$ cat src/rtl/eth_tx_framer.sv
// MII transmit framer for a 10/100 MAC: preamble/SFD, data nibbles low-first,
// zero padding to the minimum length, FCS from the external CRC, then the inter-frame gap.
module eth_tx_framer #(
    parameter int MIN_BYTES   = 60,
    parameter int PRE_NIBBLES = 15,
    parameter int IFG_NIBBLES = 24
) (
    input  logic        clk,
    input  logic        res,
    input  logic [7:0]  in_data,
    input  logic        in_valid,
    input  logic        in_last,
    output logic        in_ready,
    output logic        crc_ena,
    output logic        crc_shift,
    output logic [3:0]  crc_din,
    input  logic [31:0] crc_fcs,
    output logic [3:0]  txd,
    output logic        tx_en,
    output logic        tx_er,
    output logic        underrun
);

    localparam int MAX_A   = (PRE_NIBBLES > IFG_NIBBLES) ? PRE_NIBBLES : IFG_NIBBLES;
    localparam int MAX_B   = (2 * MIN_BYTES > 8) ? 2 * MIN_BYTES : 8;
    localparam int CNT_MAX = (MAX_A > MAX_B) ? MAX_A : MAX_B;
    localparam int CW      = $clog2(CNT_MAX + 1);
    localparam int BW      = $clog2(MIN_BYTES + 1);

    typedef enum logic [2:0] {
        S_IDLE, S_PRE, S_SFD, S_DLO, S_DHI, S_PAD, S_FCS, S_IFG
    } state_t;

    state_t          r_state;
    state_t          w_state_next;
    logic [CW-1:0]   r_cnt, w_cnt_next;
    logic [BW-1:0]   r_bytes, w_bytes_next;
    logic [3:0]      r_hi, w_hi_next;
    logic            r_last, w_last_next;
    logic [3:0]      r_txd, w_txd_next;
    logic            r_tx_en, w_tx_en_next;
    logic            r_tx_er, w_tx_er_next;
    logic            r_underrun, w_underrun_next;
    logic [BW-1:0]   w_bytes_inc;
    logic [CW-1:0]   w_pad_nibbles;
    logic            w_fcs_unused;

    // Only the top nibble of the FCS register is ever looked at; the CRC shifts the rest up.
    assign w_fcs_unused = ^crc_fcs[27:0];

    assign w_bytes_inc   = (r_bytes == BW'(MIN_BYTES)) ? r_bytes : r_bytes + 1'b1;
    assign w_pad_nibbles = CW'(2 * (MIN_BYTES - int'(w_bytes_inc)));

    always_comb begin
        w_state_next    = r_state;
        w_cnt_next      = r_cnt;
        w_bytes_next    = r_bytes;
        w_hi_next       = r_hi;
        w_last_next     = r_last;
        w_txd_next      = 4'h0;
        w_tx_en_next    = 1'b0;
        w_tx_er_next    = 1'b0;
        w_underrun_next = 1'b0;
        in_ready        = 1'b0;
        crc_ena         = 1'b0;
        crc_shift       = 1'b0;
        crc_din         = 4'h0;

        case (r_state)
            S_IDLE: begin
                if (in_valid) begin
                    w_state_next = S_PRE;
                    w_cnt_next   = CW'(PRE_NIBBLES);
                end
            end
            S_PRE: begin
                w_txd_next   = 4'h5;
                w_tx_en_next = 1'b1;
                if (r_cnt <= CW'(1)) begin
                    w_state_next = S_SFD;
                end else begin
                    w_cnt_next = r_cnt - 1'b1;
                end
            end
            S_SFD: begin
                w_txd_next   = 4'hD;
                w_tx_en_next = 1'b1;
                w_bytes_next = '0;
                w_state_next = S_DLO;
            end
            S_DLO: begin
                in_ready     = 1'b1;
                w_tx_en_next = 1'b1;
                if (in_valid) begin
                    w_txd_next   = in_data[3:0];
                    crc_ena      = 1'b1;
                    crc_din      = in_data[3:0];
                    w_hi_next    = in_data[7:4];
                    w_last_next  = in_last;
                    w_state_next = S_DHI;
                end else begin
                    // Starved mid-frame: one error nibble, no FCS, straight into the gap.
                    w_tx_er_next    = 1'b1;
                    w_underrun_next = 1'b1;
                    w_state_next    = S_IFG;
                    w_cnt_next      = CW'(IFG_NIBBLES - 1);
                end
            end
            S_DHI: begin
                w_txd_next   = r_hi;
                w_tx_en_next = 1'b1;
                crc_ena      = 1'b1;
                crc_din      = r_hi;
                w_bytes_next = w_bytes_inc;
                if (!r_last) begin
                    w_state_next = S_DLO;
                end else if (w_bytes_inc < BW'(MIN_BYTES)) begin
                    w_state_next = S_PAD;
                    w_cnt_next   = w_pad_nibbles;
                end else begin
                    w_state_next = S_FCS;
                    w_cnt_next   = CW'(8);
                end
            end
            S_PAD: begin
                w_tx_en_next = 1'b1;
                crc_ena      = 1'b1;
                if (r_cnt <= CW'(1)) begin
                    w_state_next = S_FCS;
                    w_cnt_next   = CW'(8);
                end else begin
                    w_cnt_next = r_cnt - 1'b1;
                end
            end
            S_FCS: begin
                w_txd_next   = ~{crc_fcs[28], crc_fcs[29], crc_fcs[30], crc_fcs[31]};
                w_tx_en_next = 1'b1;
                crc_shift    = 1'b1;
                if (r_cnt <= CW'(1)) begin
                    w_state_next = S_IFG;
                    w_cnt_next   = CW'(IFG_NIBBLES - 1);
                end else begin
                    w_cnt_next = r_cnt - 1'b1;
                end
            end
            S_IFG: begin
                // One gap nibble is always contributed by the IDLE cycle that follows.
                if (r_cnt <= CW'(1)) begin
                    w_state_next = S_IDLE;
                end else begin
                    w_cnt_next = r_cnt - 1'b1;
                end
            end
            default: begin
                w_state_next = S_IDLE;
            end
        endcase
    end

    always_ff @(posedge clk or posedge res) begin
        if (res) begin
            r_state    <= S_IDLE;
            r_cnt      <= '0;
            r_bytes    <= '0;
            r_hi       <= 4'h0;
            r_last     <= 1'b0;
            r_txd      <= 4'h0;
            r_tx_en    <= 1'b0;
            r_tx_er    <= 1'b0;
            r_underrun <= 1'b0;
        end else begin
            r_state    <= w_state_next;
            r_cnt      <= w_cnt_next;
            r_bytes    <= w_bytes_next;
            r_hi       <= w_hi_next;
            r_last     <= w_last_next;
            r_txd      <= w_txd_next;
            r_tx_en    <= w_tx_en_next;
            r_tx_er    <= w_tx_er_next;
            r_underrun <= w_underrun_next;
        end
    end

    assign txd      = r_txd;
    assign tx_en    = r_tx_en;
    assign tx_er    = r_tx_er;
    assign underrun = r_underrun;

endmodule

$ cat config.mk
export PLATFORM = sky130hd
export DESIGN_NAME = eth_tx_framer
export DESIGN_NICKNAME = d
export VERILOG_FILES = /design/src/rtl/eth_tx_framer.sv
export SDC_FILE = /design/constraint.sdc
export NUM_CORES = 1
export LEC_CHECK = 0
export CAP_MARGIN = 20
export CORE_UTILIZATION = 50
export DETAILED_ROUTE_END_ITERATION = 8
export DONT_BUFFER_PORTS = 1
export GPL_TIMING_DRIVEN = 0
export SLEW_MARGIN = 25
export SYNTH_ARGS = -nofsm -noshare
export SYNTH_HDL_FRONTEND = slang
export SYNTH_SLANG_ARGS = --single-unit
$ cat constraint.sdc
create_clock -name clk -period 2.8 [get_ports clk]
set_input_delay 0.56 -clock clk [delete_from_list [all_inputs] [get_ports clk]]
set_output_delay 0.56 -clock clk [all_outputs]
set_load 0.01 [all_outputs]
# Word-level counts from Yosys, hierarchy flattened
# Index checks and enable logic that the tools add are counted.
# totals
ff_bits	27
in_bits	44
output_inout_bits	14
elab_cells	68
# classes
n_addsub	3
n_lt_le_gt_ge	2
n_eq_ne	16
muxes	29
bitwise_logic	1
reduce_logical	9
# ops
operator	count
2-to-1 mux 7 bit	7
case mux 7 bit (6 select lines)	1
case mux 3 bit (8 select lines)	1
case mux 4 bit (5 select lines)	1
2-to-1 mux 3 bit	6
!= test 2 bit, second input constant	8
== test 3 bit, second input constant	4
case mux 6 bit (2 select lines)	1
AND reduction 5 bit	2
case mux 4 bit (2 select lines)	1
<= comparator 7 x 1 -> 1 bit, second input constant	1
subtractor 7 x 1 -> 7 bit, second input constant	1
adder 6 x 1 -> 6 bit, second input constant	1
== test 3 x 2 -> 1 bit, second input constant	2
== test 6 bit, second input constant	1
less-than comparator 6 bit, second input constant	1
2-to-1 mux 1 bit	6
2-to-1 mux 6 bit	1
nonzero test 6 bit	1
OR reduction 6 bit	1
subtractor 6 bit, first input constant	1
2-to-1 mux 2 bit	2
2-to-1 mux 4 bit	1
NOT 4 bit	1
other kinds (6)	7

# Longest topological paths before layout
# logic_depth
depth_word	6
mapped_depth	10
depth_no_buf	10

# Worst setup path before layout
# OpenSTA, ideal clock, no wires.
# synth_timing
path_kind	register to register
startpoint	register r_bytes[0]
endpoint	register r_cnt[5]
setup_ns	0.118
arrival_time_ns	1.925
required_ns	2.682
path_slack_ns	0.757
path_stages_with_launch	11
path_buffers	0
period_less_slack_ns	2.043
path_cell_list	dfrtp_1 -> inv_1 -> ha_1 -> nand3_2 -> nor2_2 -> xnor2_1 -> inv_1 -> ha_1 -> nand3b_1 -> xnor2_1 -> a21o_1
# synth_via
elab_chain_len	6
word_cells_on_any_way	8
classes_between	add/sub (2); order compare (1); eq/ne (1); mux (4)
# synth_rtl
element	line	source
start: declaration	37	logic [BW-1:0] r_bytes, w_bytes_next;
start signal: assignment	174	r_bytes <= w_bytes_next;
adder 6 x 1 -> 6 bit / == test 6 bit (equally long branches)	51	assign w_bytes_inc = (r_bytes == BW'(MIN_BYTES)) ? r_bytes : r_bytes + 1'b1;
2-to-1 mux 6 bit (*)	51	
subtractor 6 bit / less-than comparator 6 bit (equally long branches)	52, 117	
2-to-1 mux 7 bit (*)	117	end else if (w_bytes_inc < BW'(MIN_BYTES)) begin
2-to-1 mux 7 bit (*)	115	if (!r_last) begin
case mux 7 bit (6 select lines) (*)	69	case (r_state)
end signal: assignment	173	r_cnt <= w_cnt_next;
end: declaration	36	logic [CW-1:0] r_cnt, w_cnt_next;
# Mark *: on every way between the ends. The rest lies on a longest branch, timed or not. The select of a mux whose other input is x is not followed.
# A chain may end at the register's enable or synchronous reset.

# Worst setup path in the final report
# layout_timing
startpoint	register r_state[1]
endpoint	output port crc_din[3]
# layout_via
elab_chain_len	2
word_cells_on_any_way	3
classes_between	eq/ne (2); mux (1)
# layout_rtl
element	line	source
start: declaration	34	state_t r_state;
start signal: assignment	172	r_state <= w_state_next;
== test 3 bit / == test 3 x 2 -> 1 bit (equally long branches)	69	
case mux 4 bit (2 select lines) (*)	69	
end: declaration	16	output logic [3:0] crc_din,
# Mark *: on every way between the ends. The rest lies on a longest branch, timed or not.

==> qor.txt <==
largest net degree at the start of global routing - 28
die span in y - 65.3 um
Syn. warnings - 0
Post-CTS Setup Bufs - 0
Core Area - 3740 um^2
setup violators final - 0
TNS Setup - 0 ns
CTS resizes - 0
Iter 0 DRT Violations - 184
Area contributors post-synth - dfrtp_1 (34%), a21oi_1 (5.2%), nand2_1 (4.1%)
Vias - 1768
Final nets - 281
Slew headroom - 0.603
worst vdd ir - 0.536 mV
Synth Register Bits - 27
Gate Count Post-Synth - 227
Final Max Tran Viols - 0
Power Dens Cells - 1150 nW/um^2
# clock sinks - 27
Total Routed Length - 5230 um
PortBufs - 0
placer congestion estimate - 0.895
top cell type's share of synthesized area - 0.337
number of flops mapped to enable cells by yosys - 0
vias in the first global route - 1774
Final min period - 2.38 ns
Detail Placement HPWL - 3900 um
drc violations - 0
Detailed Routing Iterations Pass 1 - 4
Least-Margin Pin Slew - 0.595 ns
fill cell total of the finished layout - 368
unrepaired setup endpoints after global routing - false
Crit Path Category - register to output port
Syn-to-layout area delta - 5.31%
CP Launch Type - register
final hold viol count - 0
MaxCap Viol Count - 0
syn avg cell area - 8.83 um^2
Post-Synthesis Cell Area - 2000 um^2
Max Fanout on Critical Path - 10
Async SR Flop Fraction - 1.00
most common cell after layout, fill and taps aside - dfrtp_1
Post-CTS Hold Fix Bufs - 0
hold crit path type - input port to asynchronous set/reset pin
Synth cell types - 55
largest area contributor in the netlist - dfrtp_1
H-tree Lvls - 1
final setup margin - 0.421 ns
DP Worst Slack - 0.479 ns
Final ANT Viol Nets - 0
layout cell share with drive strength beyond 1 - 0.165
Clock Pin Slew Worst Setup and Hold Paths - 0.10 ns
Crit path required time - 2.24 ns
die area - 4270 um^2
final setup skew - 0.00412 ns
routed len/inst - 18.7 um
TritonCTS clock tree - done
global-route wire length before repair - 8820 um
Util after Layout - 0.564
CP Data Arrival Time - 1.82 ns
Total GRT Usage - 0.271
clock tree buffer depth - 2
initial antenna violation count - 0
DIE WIDTH - 65.3 um
Initial Util - 0.535
worst skew pair latency - 0.28 ns
Ant. Diodes - 0
num ports - 58
std cell rows - 22
f_max - 420 MHz
GR Overflow Total - 0
top_reg_cell synth - dfrtp_1
commonest cells after routing, fill and taps aside - dfrtp_1 (27), nand2_1 (22), a21oi_1 (21), nor2_1 (16)
Syn Nets - 276
CP Capture Type - output port
Vias/cell - 6.34
Tcrit/Tclk final - 0.850
status - completed
CTS Root Buffer Type - clkbuf_8
Leak - 0.000879 uW
cts bufs inserted - 3
sequential share of the synthesized area - 0.337
==> path summary, 6_finish.rpt <==
check,start,endpoint,cells past startpoint,slack [ns]
worst max register to register,r_bytes[0]$_DFFE_PP0P_,r_cnt[5]$_DFFE_PP0P_,10,0.45
max in group asynchronous,res,r_bytes[3]$_DFFE_PP0P_,1,2.19
worst min-delay path,res,r_hi[1]$_DFFE_PP0P_,1,0.21
worst max-delay path,r_state[1]$_DFFE_PP0P_,crc_din[3],4,0.42
min in group clk,in_data[4],r_hi[0]$_DFFE_PP0P_,1,0.40
worst min register to register,r_hi[1]$_DFFE_PP0P_,r_hi[1]$_DFFE_PP0P_,1,0.50
==> registers in the layout, indices dropped and copies added, names as in the netlist <==
register and flops:
r_cnt 7, r_hi 4, r_state 3, r_bytes 6, txd 4, r_last 1
underrun 1, tx_en 1
==> per-stage QoR <==
step                instances  power [uW]  hold WS, ns  area (um^2)
floorplan                 227        1840        0.459         2000
global placement          275        2120        0.468         2060
detailed placement        275        2160        0.480         2060
CTS                       279        2410        0.401         2110
global route              279        2610        0.268         2110
finish                    279        2420        0.211         2110
==> layer usage <==
| metal | up-vias | wire [um] | global-route usage |
|---|---|---|---|
| met1 | 865 | 2420 | 0.381 |
| met3 | 9 | 277 | 0.0347 |
| li1 | 834 | - | - |
| met5 | - | 0 | 0 |
| met2 | 60 | 2460 | 0.430 |
| met4 | 0 | 67 | 0.0815 |
==> synth_stat cells (4+ instances only) <==
cell type / count
nor2_2: 5
buf_6: 4
a22o_1: 9
mux2_2: 5
nand2_1: 22
a21oi_1: 21
ha_1: 5
dfrtp_1: 27
nand2b_1: 4
nor3_1: 7
o21ai_1: 4
nor2_1: 16
o22ai_1: 4
xnor2_1: 5
o21ai_0: 11
clkbuf_1: 4
nand3_1: 6
inv_1: 12
==> cells by family (layout without fill, tap and decap cells) <==
logic type      count (synthesis)  count (layout)  share of synthesized area
flops                          27              27                      0.337
buf+inv                        26              30                     0.0786
compound gates                 77              77                      0.272
fa+ha+maj                       5               5                     0.0312
xor+xnor                        8               8                     0.0350
mux                             9               9                     0.0518
simple gates                   75              75                      0.195
==> area by class of cell <==
type / count / area (um^2) / area share
Buffer: 14 / 113 / 0.0533
Clock buffer: 3 / 41.3 / 0.0196
Clock inverter: 1 / 5.00 / 0.00237
Inverter: 12 / 45.0 / 0.0213
Multi-Input combinational cell: 174 / 1170 / 0.555
Sequential cell: 27 / 676 / 0.320
Tap cell: 48 / 60.1 / 0.0285
==> power by group <==
part	internal [uW]	leakage [uW]	total (uW)	switching, uW
Combinational	597	0.000529	1430	833
Clock	100	0.0000255	234	134
Sequential	556	0.000325	757	200
Total	1250	0.000879	2420	1170
==> worst max-delay path: stages (launching register included) <==
cell,delay (ns)
dfrtp_1,0.54
buf_6,0.19
nand3_1,0.15
nor2_2,0.37
a22o_1,0.28
(Power assumes the default switching activity.)
==> variant 1, RTL diff (config.mk and constraints unchanged) <==
The parameter `PRE_NIBBLES` goes from 15 to 30.
--- a/src/rtl/eth_tx_framer.sv
+++ b/src/rtl/eth_tx_framer.sv
@@ -3,5 +3,5 @@
 module eth_tx_framer #(
     parameter int MIN_BYTES   = 60,
-    parameter int PRE_NIBBLES = 15,
+    parameter int PRE_NIBBLES = 30,
     parameter int IFG_NIBBLES = 24
 ) (
Function: same outputs for any inputs over 10 cycles, from zero or initial values; that may be too few to reach the edited logic, so the function may still have changed.
==> variant 1 against the unedited design <==
- sequential cell count is the same
- combinational power shrank 12%
- area after synthesis shrank 1.1%
- total power shrank 11%
- cell area shrank 0.65%
- worst setup slack lost 0.17 ns
- wire length shrank 6.2%
- non-clock buffer count is the same
- critical path type is now flip-flop to flip-flop
==> variant 1: results (changes against the unedited design) <==
\begin{tabular}{lr}
\hline
Metric & Value \\
\hline
\multicolumn{2}{l}{\textbf{Logic synthesis}} \\
\quad Synthesized-area fraction occupied by ao, oa, aoi and oai cells & 28.20\% (was 27.15\%) \\
\quad Share of the synthesized netlist area taken by xor and xnor gates & 2.208\% (was 3.496\%) \\
\quad Number of distinct library cells after synthesis & 58 (was 55) \\
\quad Multiplexer fraction of the synthesized cell area & 3.912\% (was 5.181\%) \\
\quad Largest cells by area after synthesis & dfrtp\_1, nand2\_1, nor2\_1 (was dfrtp\_1, a21oi\_1, nand2\_1) \\
\quad Most used standard cells in the synthesized netlist & dfrtp\_1, nand2\_1, nor2\_1 (was dfrtp\_1, nand2\_1, a21oi\_1) \\
\quad Seq/Total Area, Yosys & 34.07\% (was 33.71\%) \\
\quad Syn Nets & 283 (was 276) \\
\multicolumn{2}{l}{\textbf{Setup path}} \\
\quad Worst setup slack for register-to-register paths & 0.25 ns (was 0.45 ns) \\
\quad Endpoint class of the critical path & flip-flop (was output pin) \\
\quad Biggest fanout along the worst timing path & 8 (was 10) \\
\quad Delay contributed by the slowest stage of the critical path & 0.51 ns (was 0.54 ns) \\
\quad Startpoint class of the critical path & flip-flop (unchanged) \\
\multicolumn{2}{l}{\textbf{Detailed routing}} \\
\quad Average vias per placed instance & 6.157 (was 6.337) \\
\quad Detailed-routing iteration count for the pre-antenna-repair pass & 4 (unchanged) \\
\quad WL final & 4908 um (was 5230 um) \\
\multicolumn{2}{l}{\textbf{Final layout}} \\
\quad Fraction of final layout cells with drive strength greater than 1 & 15.55\% (was 16.45\%) \\
\multicolumn{2}{l}{\textbf{Status}} \\
\quad Result of the run & completed (unchanged) \\
\multicolumn{2}{l}{\textbf{GRT}} \\
\quad Wire length of the first global-routing pass & 8204 um (was 8818 um) \\
\quad GRT Total Usage & 25.47\% (was 27.06\%) \\
\quad Number of global-route vias before repair & 1709 (was 1774) \\
\multicolumn{2}{l}{\textbf{Power and ir drop}} \\
\quad Leakage power summed over all cells & 0.0008918 uW (was 0.0008793 uW) \\
\quad Net switching power figure & 1025 uW (was 1167 uW) \\
\quad Largest voltage drop on the vdd net & 418.6 uV (was 535.5 uV) \\
\multicolumn{2}{l}{\textbf{Placed design}} \\
\quad Detail Placement HPWL & 3674 um (was 3901 um) \\
\quad Last weighted congestion value of the routability-driven placer & 0.9167 (was 0.8948) \\
\multicolumn{2}{l}{\textbf{Clock network}} \\
\quad Later-pin clock latency in the skew report & 0.28 ns (about the same) \\
\multicolumn{2}{l}{\textbf{STA}} \\
\quad Pin slew with the least headroom to its limit & 0.6096 ns (was 0.5950 ns) \\
\hline
\end{tabular}
==> variant 1: cell types whose count changed after synthesis, moves of 4 or more <==
cell	before	now
a21oi_1	21	12
a22oi_1	0	4
nand2b_1	4	0
nand3_1	6	12
o21ai_0	11	15
nor2_1	16	21
==> variant 1: cell type report <==
type                            instances  area [um^2]
Inverter                               14        52.55
Fill cell                             359         1647
Clock buffer                            3        41.29
Sequential cell                        27        675.6
Buffer                                 14        77.57
Multi-Input combinational cell        179         1182
Clock inverter                          1        7.507
Tap cell                               48        60.06
==> variant 1: worst min path at each step <==
stage,from,to,slack [ns]
2_1_floorplan,r_hi[0]$_DFFE_PP0P_,r_hi[0]$_DFFE_PP0P_,0.48
3_3_place_gp,r_hi[1]$_DFFE_PP0P_,r_hi[1]$_DFFE_PP0P_,0.49
3_5_place_dp,r_hi[1]$_DFFE_PP0P_,r_hi[1]$_DFFE_PP0P_,0.50
4_1_cts,in_valid,underrun$_DFF_PP0_,0.33
6_report,res,txd[2]$_DFF_PP0_,0.22
5_1_grt,res,txd[3]$_DFF_PP0_,0.26
==> variant 1: logic make-up (layout without fill, tap and decap cells) <==
family / after synthesis / count (layout)
simple gates: 84 / 84
flops: 27 / 27
compound gates: 78 / 78
mux: 7 / 7
xor+xnor: 5 / 5
buf+inv: 28 / 32
fa+ha+maj: 5 / 5
==> variant 1: layer usage <==
metal	track usage, %	part of all wire [%]	wire length, um	vias up
li1	-	-	-	857
met2	41.28	47	2328	64
met3	3.169	6.2	302	8
met4	8.333	1.5	73	0
met1	34.88	45	2203	832
met5	0	0	0	-
==> variant 1: what timing repair did <==
action,in CTS,in global routing
endpoints found under the hold margin,0,0
hold buffers,0,0
endpoints found under the setup margin,0,1
resized for setup,0,1
==> variant 1: power groups by stage <==
stage	registers, uW	logic (uW)	clock network [uW]
6_report	649	1260	234
5_1_grt	666	1400	253
4_1_cts	648	1250	242
3_5_place_dp	656	1240	0
3_3_place_gp	646	1220	0
2_1_floorplan	620	1000	0
==> variant 1: per-stage QoR <==
step / instances / instance area [um^2] / hold WS, ns / setup slack, ns / util, %
2_1_floorplan: 234 / 1983 / 0.4811 / 0.5966 / -
3_3_place_gp: 282 / 2043 / 0.4918 / 0.2749 / 54.58
3_5_place_dp: 282 / 2043 / 0.5005 / 0.2444 / 54.58
4_1_cts: 286 / 2092 / 0.3313 / 0.2203 / 55.88
5_1_grt: 286 / 2097 / 0.2591 / 0.03696 / 56.02
6_report: 286 / 2097 / 0.2241 / 0.2483 / 56.02
==> variant 1: worst max-delay path, delay by kind of cell, from the launching register on <==
family | cells | cell delay (ns)
DFF | 1 | 0.51
adders and majority gates | 2 | 0.47
xor gates and xnor gates | 2 | 0.34
and+or+nand+nor | 3 | 0.72
buffers and inverters | 2 | 0.28
AOI/OAI and AO/OA | 1 | 0.13
==> variant 2, RTL diff (same settings) <==
Made on the original files. Put one more register stage on the output `txd`, cleared by the reset. The value now appears one clock later. The other outputs are not delayed to match.
--- a/src/rtl/eth_tx_framer.sv
+++ b/src/rtl/eth_tx_framer.sv
@@ -182,5 +182,11 @@
     end
 
-    assign txd      = r_txd;
+    always_ff @(posedge clk or posedge res) begin
+        if (res) begin
+            txd <= '0;
+        end else begin
+            txd <= r_txd;
+        end
+    end
     assign tx_en    = r_tx_en;
     assign tx_er    = r_tx_er;
Behaviour: not the same (a bounded check fails within 4 cycles, from zero or initial values).
==> variant 2 against the unedited design <==
- worst setup slack lost 0.15 ns
- cell area is 5.2% higher
- wire length is 6.1% lower
- sequential share of layout area rose by 2.9 points
- sequential cell count up 4
- maximum frequency decreased by 6.1%
- worst hold slack better by 0.032 ns
- total power up 1.5%
- area after synthesis grew 1.8%
- critical endpoint is now crc_din[0]
==> variant 2: results (changes against the unedited design) <==
\begin{tabular}{lr}
\hline
Metric & Value \\
\hline
\multicolumn{2}{l}{\textbf{Placed design}} \\
\quad Detail Placement HPWL & 3478 um (was 3901 um) \\
\quad Placed Instance Area & 2101 um\^{}2 (was 2064 um\^{}2) \\
\quad Last weighted congestion value of the routability-driven placer & 0.8579 (was 0.8948) \\
\multicolumn{2}{l}{\textbf{Power and ir drop}} \\
\quad Clock network power & 461 uW (was 234 uW) \\
\quad Power after layout & 2456 uW (was 2420 uW) \\
\quad Leakage power summed over all cells & 0.001002 uW (was 0.0008793 uW) \\
\quad Largest voltage drop on the vdd net & 468.2 uV (was 535.5 uV) \\
\multicolumn{2}{l}{\textbf{GRT}} \\
\quad Wire length of the first global-routing pass & 7990 um (was 8818 um) \\
\quad GRT Total Usage & 24.75\% (was 27.06\%) \\
\quad Maximum number of pins on one net before global-route repair & 32 (was 28) \\
\quad Number of global-route vias before repair & 1623 (was 1774) \\
\multicolumn{2}{l}{\textbf{Detailed routing}} \\
\quad Initial detailed-routing violation count & 138 (was 184) \\
\quad Average vias per placed instance & 5.934 (was 6.337) \\
\quad Average wire per cell in the routed design & 16.10 um (was 18.75 um) \\
\multicolumn{2}{l}{\textbf{Setup path}} \\
\quad Top Family by Delay on Critical Path & simple AND/OR/NAND/NOR gates (was flip-flops) \\
\quad Endpoint arrival time on the critical path & 1.97 ns (was 1.82 ns) \\
\multicolumn{2}{l}{\textbf{Status}} \\
\quad Result of the run & completed (unchanged) \\
\multicolumn{2}{l}{\textbf{Die}} \\
\quad Total Die Area & 4341 um\^{}2 (was 4266 um\^{}2) \\
\multicolumn{2}{l}{\textbf{Final layout}} \\
\quad Multi-input gate count & 193 (was 174) \\
\quad Signal buffers share of area & 3.887\% (was 5.335\%) \\
\quad Sequential cell count of the final layout & 31 (was 27) \\
\quad Layout overhead on the synthesized area & 8.829\% (was 5.306\%) \\
\quad Register Area & 775.7 um\^{}2 (was 675.6 um\^{}2) \\
\quad Total area of multi-input combinational cells & 1140 um\^{}2 (was 1171 um\^{}2) \\
\quad Clock buf/inv share & 5.296\% (was 2.193\%) \\
\multicolumn{2}{l}{\textbf{Logic synthesis}} \\
\quad Synthesized-area fraction occupied by ao, oa, aoi and oai cells & 25.02\% (was 27.15\%) \\
\quad Largest cells by area after synthesis & dfrtp\_1, nand2\_1, o21ai\_0 (was dfrtp\_1, a21oi\_1, nand2\_1) \\
\quad Share of the synthesized netlist area taken by xor and xnor gates & 3.433\% (was 3.496\%) \\
\quad Multiplexer fraction of the synthesized cell area & 0\% (was 5.181\%) \\
\quad Most used standard cells in the synthesized netlist & nand2\_1, dfrtp\_1, nor2\_1 (was dfrtp\_1, nand2\_1, a21oi\_1) \\
\quad Number of cells produced by synthesis & 249 (was 227) \\
\quad Synth Area in Adders & 3.066\% (was 3.121\%) \\
\multicolumn{2}{l}{\textbf{Clock network}} \\
\quad Total CTS buffers & 5 (was 3) \\
\quad Number of levels in the clock H-tree & 2 (was 1) \\
\quad Post-CTS clock slew at the launch and capture registers of the worst setup and hold paths & 0.07 ns (was 0.10 ns) \\
\hline
\end{tabular}
==> variant 2: metal layers <==
| metal | vias up | wire [um] | track usage, % |
|---|---|---|---|
| met3 | 10 | 260 | 5.172 |
| met1 | 849 | 2308 | 34.21 |
| met4 | 0 | 65 | 8.152 |
| met2 | 52 | 2278 | 38.27 |
| li1 | 899 | - | - |
| met5 | - | 0 | 0 |
==> variant 2: path summary, 6_finish.rpt <==
check                                       startpoint                endpoint  slack, ns  cells after the start
worst max-delay path            r_state[0]$_DFFE_PP0P_              crc_din[0]       0.27                      4
worst min-delay path                               res    r_cnt[0]$_DFFE_PP0P_       0.24                      1
worst max register to register  r_bytes[0]$_DFFE_PP0P_    r_cnt[3]$_DFFE_PP0P_       0.29                     10
worst min register to register      r_txd[1]$_DFF_PP0_        txd[1]$_DFF_PP0_       0.35                      0
max in group asynchronous                          res  r_bytes[0]$_DFFE_PP0P_       2.13                      1
min in group clk                    r_txd[1]$_DFF_PP0_        txd[1]$_DFF_PP0_       0.35                      0
